`config.mk`:
```
export PLATFORM = sky130hd
export DESIGN_NAME = alu_arbiter
export DESIGN_NICKNAME = d
export VERILOG_FILES = /design/src/rtl/alu_arbiter.sv
export SDC_FILE = /design/constraint.sdc
export NUM_CORES = 1
export LEC_CHECK = 0
export ABC_AREA = 1
export BUFFER_PORTS_ARGS = -buffer_cell sky130_fd_sc_hd__buf_2
export CAP_MARGIN = 20
export CORE_MARGIN = 3
export CORE_UTILIZATION = 35
export DETAILED_ROUTE_END_ITERATION = 10
export HOLD_SLACK_MARGIN = 0.03
export PLACE_DENSITY_LB_ADDON = 0.05
export REMOVE_ABC_BUFFERS = 1
export SLEW_MARGIN = 20
export SYNTH_ARGS = -nofsm -noshare
export SYNTH_HDL_FRONTEND = slang
export SYNTH_SLANG_ARGS = --single-unit
```
`constraint.sdc`:
```
create_clock -name clk -period 4.4 [get_ports clk]
set_input_delay 0.44 -clock clk [delete_from_list [all_inputs] [get_ports clk]]
set_output_delay 0.44 -clock clk [all_outputs]
set_load 0.02 [all_outputs]
```
`src/rtl/alu_arbiter.sv`:
```
// alu_arbiter: round-robin front end that shares one multi-cycle ALU among
// NUM_REQ requesters. One operation is in flight at a time; the result is
// masked to the operation's natural width and strobed back to the winner.
//
// state | meaning
// IDLE  | searching req_valid from last_grant+1; winner is accepted on the edge
// ISSUE | alu_op_start high for this single cycle; wait counter gets loaded
// WAIT  | counting down the ALU latency; result captured when counter hits 1
// RESP  | rsp_valid[grant_id] strobed for one cycle, then back to IDLE
module alu_arbiter #(
  parameter int NUM_REQ     = 4,
  parameter int ALU_LATENCY = 2
) (
  input  logic                       clk,
  input  logic                       rst,
  input  logic [NUM_REQ-1:0]         req_valid,
  output logic [NUM_REQ-1:0]         req_ready,
  input  logic [2*NUM_REQ-1:0]       req_operation,
  input  logic [8*NUM_REQ-1:0]       req_operand_a,
  input  logic [8*NUM_REQ-1:0]       req_operand_b,
  output logic [NUM_REQ-1:0]         rsp_valid,
  output logic [15:0]                rsp_result,
  output logic                       busy,
  output logic [$clog2(NUM_REQ)-1:0] grant_id,
  output logic                       alu_op_start,
  output logic [1:0]                 alu_operation,
  output logic [7:0]                 alu_operand_a,
  output logic [7:0]                 alu_operand_b,
  input  logic [15:0]                alu_result
);

  localparam int ID_W  = $clog2(NUM_REQ);
  localparam int CNT_W = $clog2(ALU_LATENCY + 1);
  localparam logic [NUM_REQ-1:0] ONE_HOT = NUM_REQ'(1);
  localparam logic [ID_W-1:0]    LAST_ID = ID_W'(NUM_REQ - 1);

  typedef enum logic [1:0] {IDLE, ISSUE, WAIT, RESP} state_t;
  typedef enum logic [1:0] {OP_ADD, OP_MUL, OP_OR, OP_AND} operation_t;

  state_t           state;
  logic [CNT_W-1:0] wait_cnt;
  logic [ID_W-1:0]  last_grant;
  logic [ID_W-1:0]  winner;
  logic             found;
  logic [15:0]      masked_result;

  logic [1:0] op_arr [NUM_REQ];
  logic [7:0] a_arr  [NUM_REQ];
  logic [7:0] b_arr  [NUM_REQ];

  for (genvar g = 0; g < NUM_REQ; g++) begin : g_unpack
    assign op_arr[g] = req_operation[2*g+1:2*g];
    assign a_arr[g]  = req_operand_a[8*g+7:8*g];
    assign b_arr[g]  = req_operand_b[8*g+7:8*g];
  end

  // Rotating-priority search: first valid requester after the last one served.
  always_comb begin
    int idx;
    idx    = 0;
    found  = 1'b0;
    winner = '0;
    for (int k = 1; k <= NUM_REQ; k++) begin
      idx = (int'(last_grant) + k) % NUM_REQ;
      if (!found && req_valid[ID_W'(idx)]) begin
        found  = 1'b1;
        winner = ID_W'(idx);
      end
    end
  end

  // Accept is offered only while idle, so it can never overlap a response.
  always_comb begin
    req_ready = '0;
    if (state == IDLE && found) begin
      req_ready = ONE_HOT << winner;
    end
  end

  // Trim the ALU result to the width the operation can actually produce.
  always_comb begin
    masked_result = alu_result;
    case (operation_t'(alu_operation))
      OP_ADD:  masked_result = {7'b0, alu_result[8:0]};
      OP_MUL:  masked_result = alu_result;
      OP_OR,
      OP_AND:  masked_result = {8'b0, alu_result[7:0]};
      default: masked_result = alu_result;
    endcase
  end

  // Sequencing FSM; every output except req_ready is a register.
  always_ff @(posedge clk) begin
    if (rst) begin
      state         <= IDLE;
      wait_cnt      <= '0;
      last_grant    <= LAST_ID;
      grant_id      <= '0;
      busy          <= 1'b0;
      alu_op_start  <= 1'b0;
      alu_operation <= '0;
      alu_operand_a <= '0;
      alu_operand_b <= '0;
      rsp_valid     <= '0;
      rsp_result    <= '0;
    end else begin
      case (state)
        IDLE: begin
          if (found) begin
            alu_operation <= op_arr[winner];
            alu_operand_a <= a_arr[winner];
            alu_operand_b <= b_arr[winner];
            grant_id      <= winner;
            last_grant    <= winner;
            busy          <= 1'b1;
            alu_op_start  <= 1'b1;
            state         <= ISSUE;
          end
        end
        ISSUE: begin
          alu_op_start <= 1'b0;
          wait_cnt     <= CNT_W'(ALU_LATENCY);
          state        <= WAIT;
        end
        WAIT: begin
          wait_cnt <= wait_cnt - 1'b1;
          if (wait_cnt == CNT_W'(1)) begin
            rsp_result <= masked_result;
            rsp_valid  <= ONE_HOT << grant_id;
            state      <= RESP;
          end
        end
        RESP: begin
          rsp_valid <= '0;
          busy      <= 1'b0;
          state     <= IDLE;
        end
        default: state <= IDLE;
      endcase
    end
  end

endmodule

```
# After elaboration in Yosys (flattened, before gate mapping)
# Index checks and enable logic that the tools add are counted.
totals:
  register_bits: 48
  out_inout_bits: 46
op_classes:
  add_sub_neg: 5
  n_lt_le_gt_ge: 5
  n_eq_ne: 9
  shifts: 2
  n_mux: 40
  n_bitwise: 1
  n_reduce_logical: 20
op_table:
  columns: ["cell", "n"]
  rows:
  - ["$pmux 16 s3", 1]
  - ["$bmux 8 s2", 2]
  - ["$mux 8", 4]
  - ["$lt 2x4->1 const B", 4]
  - ["$mux 2", 8]
  - ["$mux 1", 13]
  - ["$reduce_and 2->1", 6]
  - ["$bmux 1 s2", 4]
  - ["$eq 2x2->1 const B", 4]
  - ["$mux 4", 2]
  - ["$pmux 2 s4", 1]
  - ["$pmux 4 s2", 1]
  - ["$reduce_bool 2->1", 4]
  - ["$shl 1x2->4 const A", 2]
  - ["$eq 2x1->1 const B", 3]
  - ["$add 2x1->2 const B", 2]
  - ["$add 2x2->2 const B", 2]
  - ["$bmux 2 s2", 1]
  - ["$logic_and 1x1->1", 4]
  - ["$logic_not 2->1", 2]
  - ["$ne 2x2->1 const B", 2]
  - ["$pmux 1 s2", 2]
  - ["$pmux 2 s2", 1]
  - ["$ge 3x3->1 const B", 1]
  - ["other kinds (4)", 6]

# Longest topological paths before layout
# Gate-level depths: netlist of the first run.
depth:
  word_depth: 18
  mapped_depth: 17

# Worst setup path before layout of the first run
# No wires, ideal clock.
synth_path:
  kind: "reg2out"
  from: "register last_grant[0]"
  to: "output req_ready[2]"
  arrival_time_ps: 1804
  path_slack_ps: 2156
  stages_incl_launch_ff: 13
  path_buffers: 2
  cell_sequence: "dfxtp_1 -> buf_4 -> inv_6 -> nand2_2 -> nand2_1 -> nand2_1 -> nand2_1 -> nor2_4 -> nand3_1 -> nand3_1 -> inv_2 -> buf_4 -> nor3_1"
synth_between:
  elab_chain_cells: 16
synth_rtl:
  columns: ["item", "line", "text"]
  rows:
  - ["from (decl)", "42", "logic [ID_W-1:0] last_grant;"]
  - ["from (signal assigned)", "114", "last_grant <= winner;"]
  - ["$add 2x1->2", "64", "idx = (int'(last_grant) + k) % NUM_REQ;"]
  - ["$bmux 1 s2", "65", "if (!found && req_valid[ID_W'(idx)]) begin"]
  - ["$mux 1 (implied by the code) (2 in series)", "65", null]
  - ["$mux 1", "65", null]
  - ["$logic_not 1->1", "65", null]
  - ["$logic_and 1x1->1", "65", null]
  - ["$mux 1", "65", null]
  - ["$logic_not 1->1", "65", null]
  - ["$logic_and 1x1->1", "65", null]
  - ["$mux 1", "65", null]
  - ["$logic_not 1->1", "65", null]
  - ["$logic_and 1x1->1", "65", null]
  - ["$mux 2 or $mux 1 (tied branches)", "65", null]
  - ["$shl 1x2->4 or $logic_and 1x1->1 (tied branches)", "76, 75", null]
  - ["$mux 4 (*)", "75", "if (state == IDLE && found) begin"]
  - ["to (decl)", "17", "output logic [NUM_REQ-1:0] req_ready,"]
# Every way passes the cells marked *; elsewhere a longest branch is shown, timed or not. The select of a mux whose other input is x is not followed.

# Final worst setup path of the first run
layout_path:
  from: "register last_grant[0]"
  to: "output req_ready[3]"
# Same word-level chain as after synthesis.

==> reports/results.ini, run 1 <==
[outcome]
outcome=finished, final reports clean

[drt]
vias=3414
dr.first_iter.drc_count=103
routed_wl_um=8870
via_per_inst=4.63
drtAntennaViolNets=0
post-route-drc-count=0
wl_per_cell_um=12.0
drt-pass1-iter-count=5

[global_routing]
overflow=0
busiest_layer=met2
grtUsageTotal=0.178
grt_pass1_wl_um=14700
met3_usage=0.0372
grt_pass1_vias=3344
met1_usage=0.225
antenna_found_initial=0
met2_usage=0.308
grt_max_degree=39

[power_and_ir_drop]
p_clk_frac=0.111
power_frac_seq=0.219
comb_power_share=0.670
switching_share=0.534
ir_worst_vdd_v=0.000291
p_leak_nw=2.32
p_per_area_mw_per_mm2=752
power_switching_mw=1.56
intPower_mw=1.36

[worst_hold_path]
min_path_cells=3
hold_end=rsp_result[9]
hold_class=input pin to flop
hp-start=alu_result[9]

[timing]
max_slew_margin=0.507
rsz0062_at_grt=false
period_share=0.774
final_hold_viol_count=0
fin_skew_ns=0.00452
tightest_slew_ns=0.734
setup_violations=0
fmax_mhz=293
fin_crit_ns=3.41
drv_slew=0
setup_tns_ns=0

[floorplan]
coreArea_mm2=0.00838
start_util=0.367
die_w_um=99.7
ios=140
dieArea_mm2=0.00995
core.rowCount=33
die_h_um=99.7

[layout]
final_common_cell=buf_2
final_cell_count_no_fill=738
num_antenna_cells=0
finalNetCount=731
final_cell_mix=buf_2 (139), inv_1 (105), nand3_1 (103)
drive_gt1_frac=0.278
syn_to_final_growth_pct=26.3

[setup_path]
r2r_setup_slack_ns=1.57
crit_slowest_cell=dfxtp_1
critPathMaxStageDelay_ns=0.58
crit_path_start_kind=flop
critPathBufInv=3
r2r-start=last_grant[0]
reg2reg_to=alu_operand_a[2]
crit_top_cell=nand2_1
worstPathRequired_ns=3.96
path_cells=nand2_1 > nand2_1 > nand2_1 > nand2_1 > nor2_4 > nand3_2 > buf_4 > nand2_1 > inv_1 > nand2_1 > a21oi_1 > buf_2
criticalPathCategory=flop to output port
arrival_ns=2.97
worst_setup_path_end_kind=output port
cp_top_family=buffers and inverters
path_max_fanout=38
r2r_cells=13

[cts]
clk_latency_ns=0.30
htreeDepth=2
cts_tree=done
cts.sinks=48
cts_buffers=5
post_cts_buffers=0
cts_hold_buf=0
path_clk_slew_ns=0.09
max-clock-path-buffers=2
cts_root_buffer=clkbuf_8
cts_resized=0

[logic_synthesis]
synth_area_mm2=0.00308
ys_seq_area_frac=0.312
ys_warn_count=0
synthCells=506
ys_ff_latch=48
yosys.cell_types.count=28
avgSynthCellArea_um2=6.08

[run]
maxCapViolCount=0

[placed_design]
io_buffer_count=139
gp_congestion=0.789
dp_hpwl_um=6600
dp_cells=730

-- worst register-to-register path, cell delays in order (launching register included) --
cell and delay [ns]:
dfxtp_1 0.58, nand2_1 0.13, nand2_1 0.13, nand2_1 0.06
nand2_1 0.09, nor2_4 0.06, nand3_2 0.05, buf_4 0.35
nand2_1 0.25, inv_1 0.42, buf_4 0.38, nand3_1 0.14
nand2_1 0.07, inv_1 0.04
-- sequential cells by signal, indices dropped and copies added (netlist names) --
signal,flops
busy,1
last_grant,2
alu_operand_b,8
grant_id,2
rsp_valid,4
alu_operand_a,8
state,2
wait_cnt,2
rsp_result,16
alu_operation,2
alu_op_start,1
-- Yosys cell counts --
cell,count,area share
nand3_4,1,0.0057
inv_2,4,0.0049
inv_6,1,0.0028
nor3_1,3,0.0049
nand3_1,103,0.17
nand4_1,1,0.0020
clkbuf_1,4,0.0049
nand2_2,16,0.033
buf_6,5,0.018
nor2_1,52,0.063
buf_1,1,0.0012
a31oi_1,1,0.0020
a21oi_1,23,0.037
buf_4,2,0.0049
nand2_1,93,0.11
nor2_4,1,0.0037
a211oi_1,1,0.0024
buf_2,11,0.018
o21ai_1,1,0.0016
o21ai_0,18,0.029
dfxtp_1,48,0.31
inv_1,105,0.13
clkinv_1,1,0.0012
ha_1,5,0.020
nand2_4,1,0.0037
buf_8,1,0.0049
nand3_2,1,0.0033
o211ai_1,2,0.0049
-- power by group through the flow --
stage	clock network [mW]	registers [mW]	logic [mW]
after detailed placement	0	0.650	1.97
after global placement	0	0.648	1.95
after floorplan	0	0.747	1.31
after CTS	0.334	0.641	1.98
final	0.325	0.640	1.96
after global routing	0.350	0.658	2.22
-- worst max-delay path by stage --
| stage | from | to | slack, ns | cells past startpoint |
|---|---|---|---|---|
| 5_1_grt | last_grant[0] | req_ready[3] | 0.64 | 12 |
| 4_1_cts | last_grant[0] | req_ready[3] | 0.95 | 12 |
| 2_1_floorplan | last_grant[0] | req_ready[3] | 1.22 | 10 |
| 3_3_place_gp | last_grant[0] | req_ready[3] | 1.38 | 12 |
| 3_5_place_dp | last_grant[0] | req_ready[3] | 1.28 | 12 |
| 6_report | last_grant[0] | req_ready[3] | 0.99 | 12 |
-- metal layers --
| layer | vias up | share of wire |
|---|---|---|
| li1 | 1802 | - |
| met1 | 1480 | 0.45 |
| met2 | 126 | 0.47 |
| met3 | 6 | 0.076 |
| met4 | 0 | 0.0089 |
| met5 | - | 0 |
-- logic make-up after synthesis --
family | count (synthesis) | share of synthesized area
DFF | 48 | 0.312
and+or+nand+nor | 272 | 0.400
adders and majority gates | 5 | 0.0203
AOI/OAI and AO/OA | 46 | 0.0777
buffers and inverters | 135 | 0.189
-- area by class of cell --
cell class              count  area (um2)
fillers                   940        4500
multi-input cells         323        1530
flip-flops and latches     48         961
repair buffers            143         726
inverters                 111         422
well taps                 105         131
clock buffers               5        68.8
clock inverters             3        42.5
-- per-stage QoR --
stage / hold WS [ns] / setup slack [ns] / total power [mW] / util / cell area (um2)
6_report: 0.377 / 0.993 / 2.92 / 0.463 / 3880
4_1_cts: 0.372 / 0.946 / 2.95 / 0.463 / 3880
2_1_floorplan: 0.441 / 1.22 / 2.05 / - / 2920
5_1_grt: 0.369 / 0.643 / 3.23 / 0.463 / 3880
3_5_place_dp: 0.452 / 1.28 / 2.62 / 0.450 / 3770
3_3_place_gp: 0.450 / 1.38 / 2.59 / 0.450 / 3770
(Power assumes the default switching activity.)
==> run 2: changes to the inputs <==
==> constraint.sdc (replaced) <==
create_clock -name clk -period 3.4 [get_ports clk]
set_input_delay 0.34 -clock clk [delete_from_list [all_inputs] [get_ports clk]]
set_output_delay 0.34 -clock clk [all_outputs]
set_load 0.02 [all_outputs]
==> run 2 against run 1 <==
Effect of this change:
- worst hold slack worse by 0.11 ns
- die area stayed put
- power up 31%
- final cell count grew 0.14%
- core utilization is 0.15 points higher
- combinational power rose by 31%
- clock power rose by 32%
- largest power group unchanged
==> reports/results.ini, run 2 (same netlist as run 1, synthesis figures left out) <==
[outcome]
outcome=finished, final reports clean  ; unchanged

[timing]
fin_crit_ns=2.88
setup_tns_ns=0  ; unchanged
drv_slew=0  ; unchanged
tightest_slew_ns=0.724  ; was 0.734 ns
setup_ws_ns=0.519  ; was 0.993 ns
fin_skew_ns=0.0112  ; was 0.00452 ns
max_slew_margin=0.514  ; was 0.507
rsz0062_at_grt=false  ; unchanged
setup_violations=0  ; unchanged
fmax_mhz=347
holdWs_ns=0.270  ; was 0.377 ns
period_share=0.847
final_hold_viol_count=0  ; unchanged

[global_routing]
grt_pass1_wl_um=15000  ; was 14700 um
grt_max_degree=37  ; was 39
overflow=0  ; unchanged
antenna_found_initial=0  ; unchanged
grtUsageTotal=0.182  ; was 0.178
grt_pass1_vias=3379  ; was 3344

[drt]
met2_length_um=4150  ; was 4160 um
via_per_inst=4.62  ; was 4.63
drt-pass1-iter-count=4  ; was 5
routed_wl_um=8920  ; was 8870 um
drtAntennaViolNets=0  ; unchanged
dr.max_layer_used=met4  ; unchanged
dr.first_iter.drc_count=76  ; was 103
dr_wl_met3_um=688  ; was 673 um
route.layer.met1.wl_um=3910  ; was 3950 um
post-route-drc-count=0  ; unchanged
wl_per_cell_um=12.1  ; was 12.0 um
vias=3412  ; was 3414

[cts]
clk_latency_ns=0.30  ; about the same
max-clock-path-buffers=2  ; unchanged
htreeDepth=2  ; unchanged
cts_resized=0  ; unchanged
post_cts_buffers=0  ; unchanged
cts.sinks=48  ; unchanged
path_clk_slew_ns=0.10  ; was 0.09 ns
cts_hold_buf=0  ; unchanged
cts_root_buffer=clkbuf_8  ; unchanged
cts_buffers=5  ; unchanged
cts_tree=done  ; unchanged

[layout]
num_antenna_cells=0  ; unchanged
drive_gt1_frac=0.279  ; was 0.278
final_common_cell=buf_2  ; unchanged
largest_register=rsp_result  ; unchanged
final_cell_area_mm2=0.00390  ; was 0.00388 mm2
finalNetCount=732  ; was 731
largest_reg_flops=16  ; unchanged
syn_to_final_growth_pct=26.7  ; was 26.3%
reg.largest.list=rsp_result x16, alu_operand_a x8, alu_operand_b x8  ; unchanged
fillCellCount=920  ; was 940
final_cell_mix=buf_2 (139), inv_1 (105), nand3_1 (103)  ; unchanged

[setup_path]
arrival_ns=2.54  ; was 2.97 ns
worstPathRequired_ns=3.06  ; was 3.96 ns
criticalPathCategory=flop to output port  ; unchanged
worst_setup_path_end_kind=output port  ; unchanged
path_max_fanout=19  ; was 38
crit_path_start_kind=flop  ; unchanged

[floorplan]
coreArea_mm2=0.00838  ; unchanged
core.rowCount=33  ; unchanged
ios=140  ; unchanged
die_h_um=99.7  ; unchanged
dieArea_mm2=0.00995  ; unchanged
die_w_um=99.7  ; unchanged
start_util=0.367  ; unchanged

[power_and_ir_drop]
finalPower_mw=3.81  ; was 2.92 mW
p_per_area_mw_per_mm2=979  ; was 752 mW/mm2
p_leak_nw=2.33  ; was 2.32 nW
ir_worst_vdd_v=0.000396  ; was 0.000291 V

[placed_design]
io_buffer_count=139  ; unchanged
dp_hpwl_um=6630  ; was 6600 um
place_area_mm2=0.00378  ; was 0.00377 mm2
gp_congestion=0.798  ; was 0.789
pre_cts_slack_ns=0.808  ; was 1.28 ns

[worst_hold_path]
hold_class=input pin to flop  ; unchanged

[run]
maxCapViolCount=0  ; unchanged

-- run 2: cell types whose count changed in the layout (fill, tap and decap cells not counted), sizes merged --
cell,change
clkinv,+1
clkinvlp,-1
buf,+1
-- run 2: worst paths after layout --
check                  from               end  slack (ns)  depth (start not counted)
min          alu_result[15]    rsp_result[15]        0.27                          3
min reg2reg   rsp_result[8]     rsp_result[8]        0.47                          2
max reg2reg   last_grant[0]  alu_operation[1]        0.79                         14
max           last_grant[0]      req_ready[2]        0.52                         11
-- run 2: report_power, final --
part	internal [mW]	total [mW]	switching, mW	leakage [nW]
Combinational	0.836	2.56	1.72	1.88
Clock	0.222	0.429	0.207	0.0583
Sequential	0.719	0.825	0.106	0.394
-- run 2: layer usage --
layer	vias up	track usage
met5	-	0
met3	15	0.0386
met1	1459	0.227
li1	1804	-
met2	134	0.315
met4	0	0.0536
-- run 2: critical path: stages (launching register included) --
cell and delay, ns:
dfxtp_1 0.57, inv_6 0.09, nand2_2 0.08, nand2_1 0.07, nand2_1 0.06, nand2_1 0.08
nor2_4 0.14, nand3_1 0.08, nand3_1 0.36, inv_2 0.29, nor3_1 0.20, buf_2 0.21
-- run 2: layout make-up --
type | count | area, um2 | share of cell area
Clock buffer | 5 | 68.8 | 0.0177
Tap cell | 105 | 131 | 0.0337
Inverter | 111 | 422 | 0.108
Timing Repair Buffer | 144 | 733 | 0.188
Sequential cell | 48 | 961 | 0.247
Clock inverter | 3 | 47.5 | 0.0122
Multi-Input combinational cell | 323 | 1530 | 0.393
-- run 2: stage by stage --
stage | util | cells
after detailed placement | 0.451 | 731
final | 0.465 | 739
after CTS | 0.465 | 739
after floorplan | - | 482
after global placement | 0.451 | 731
after global routing | 0.465 | 739
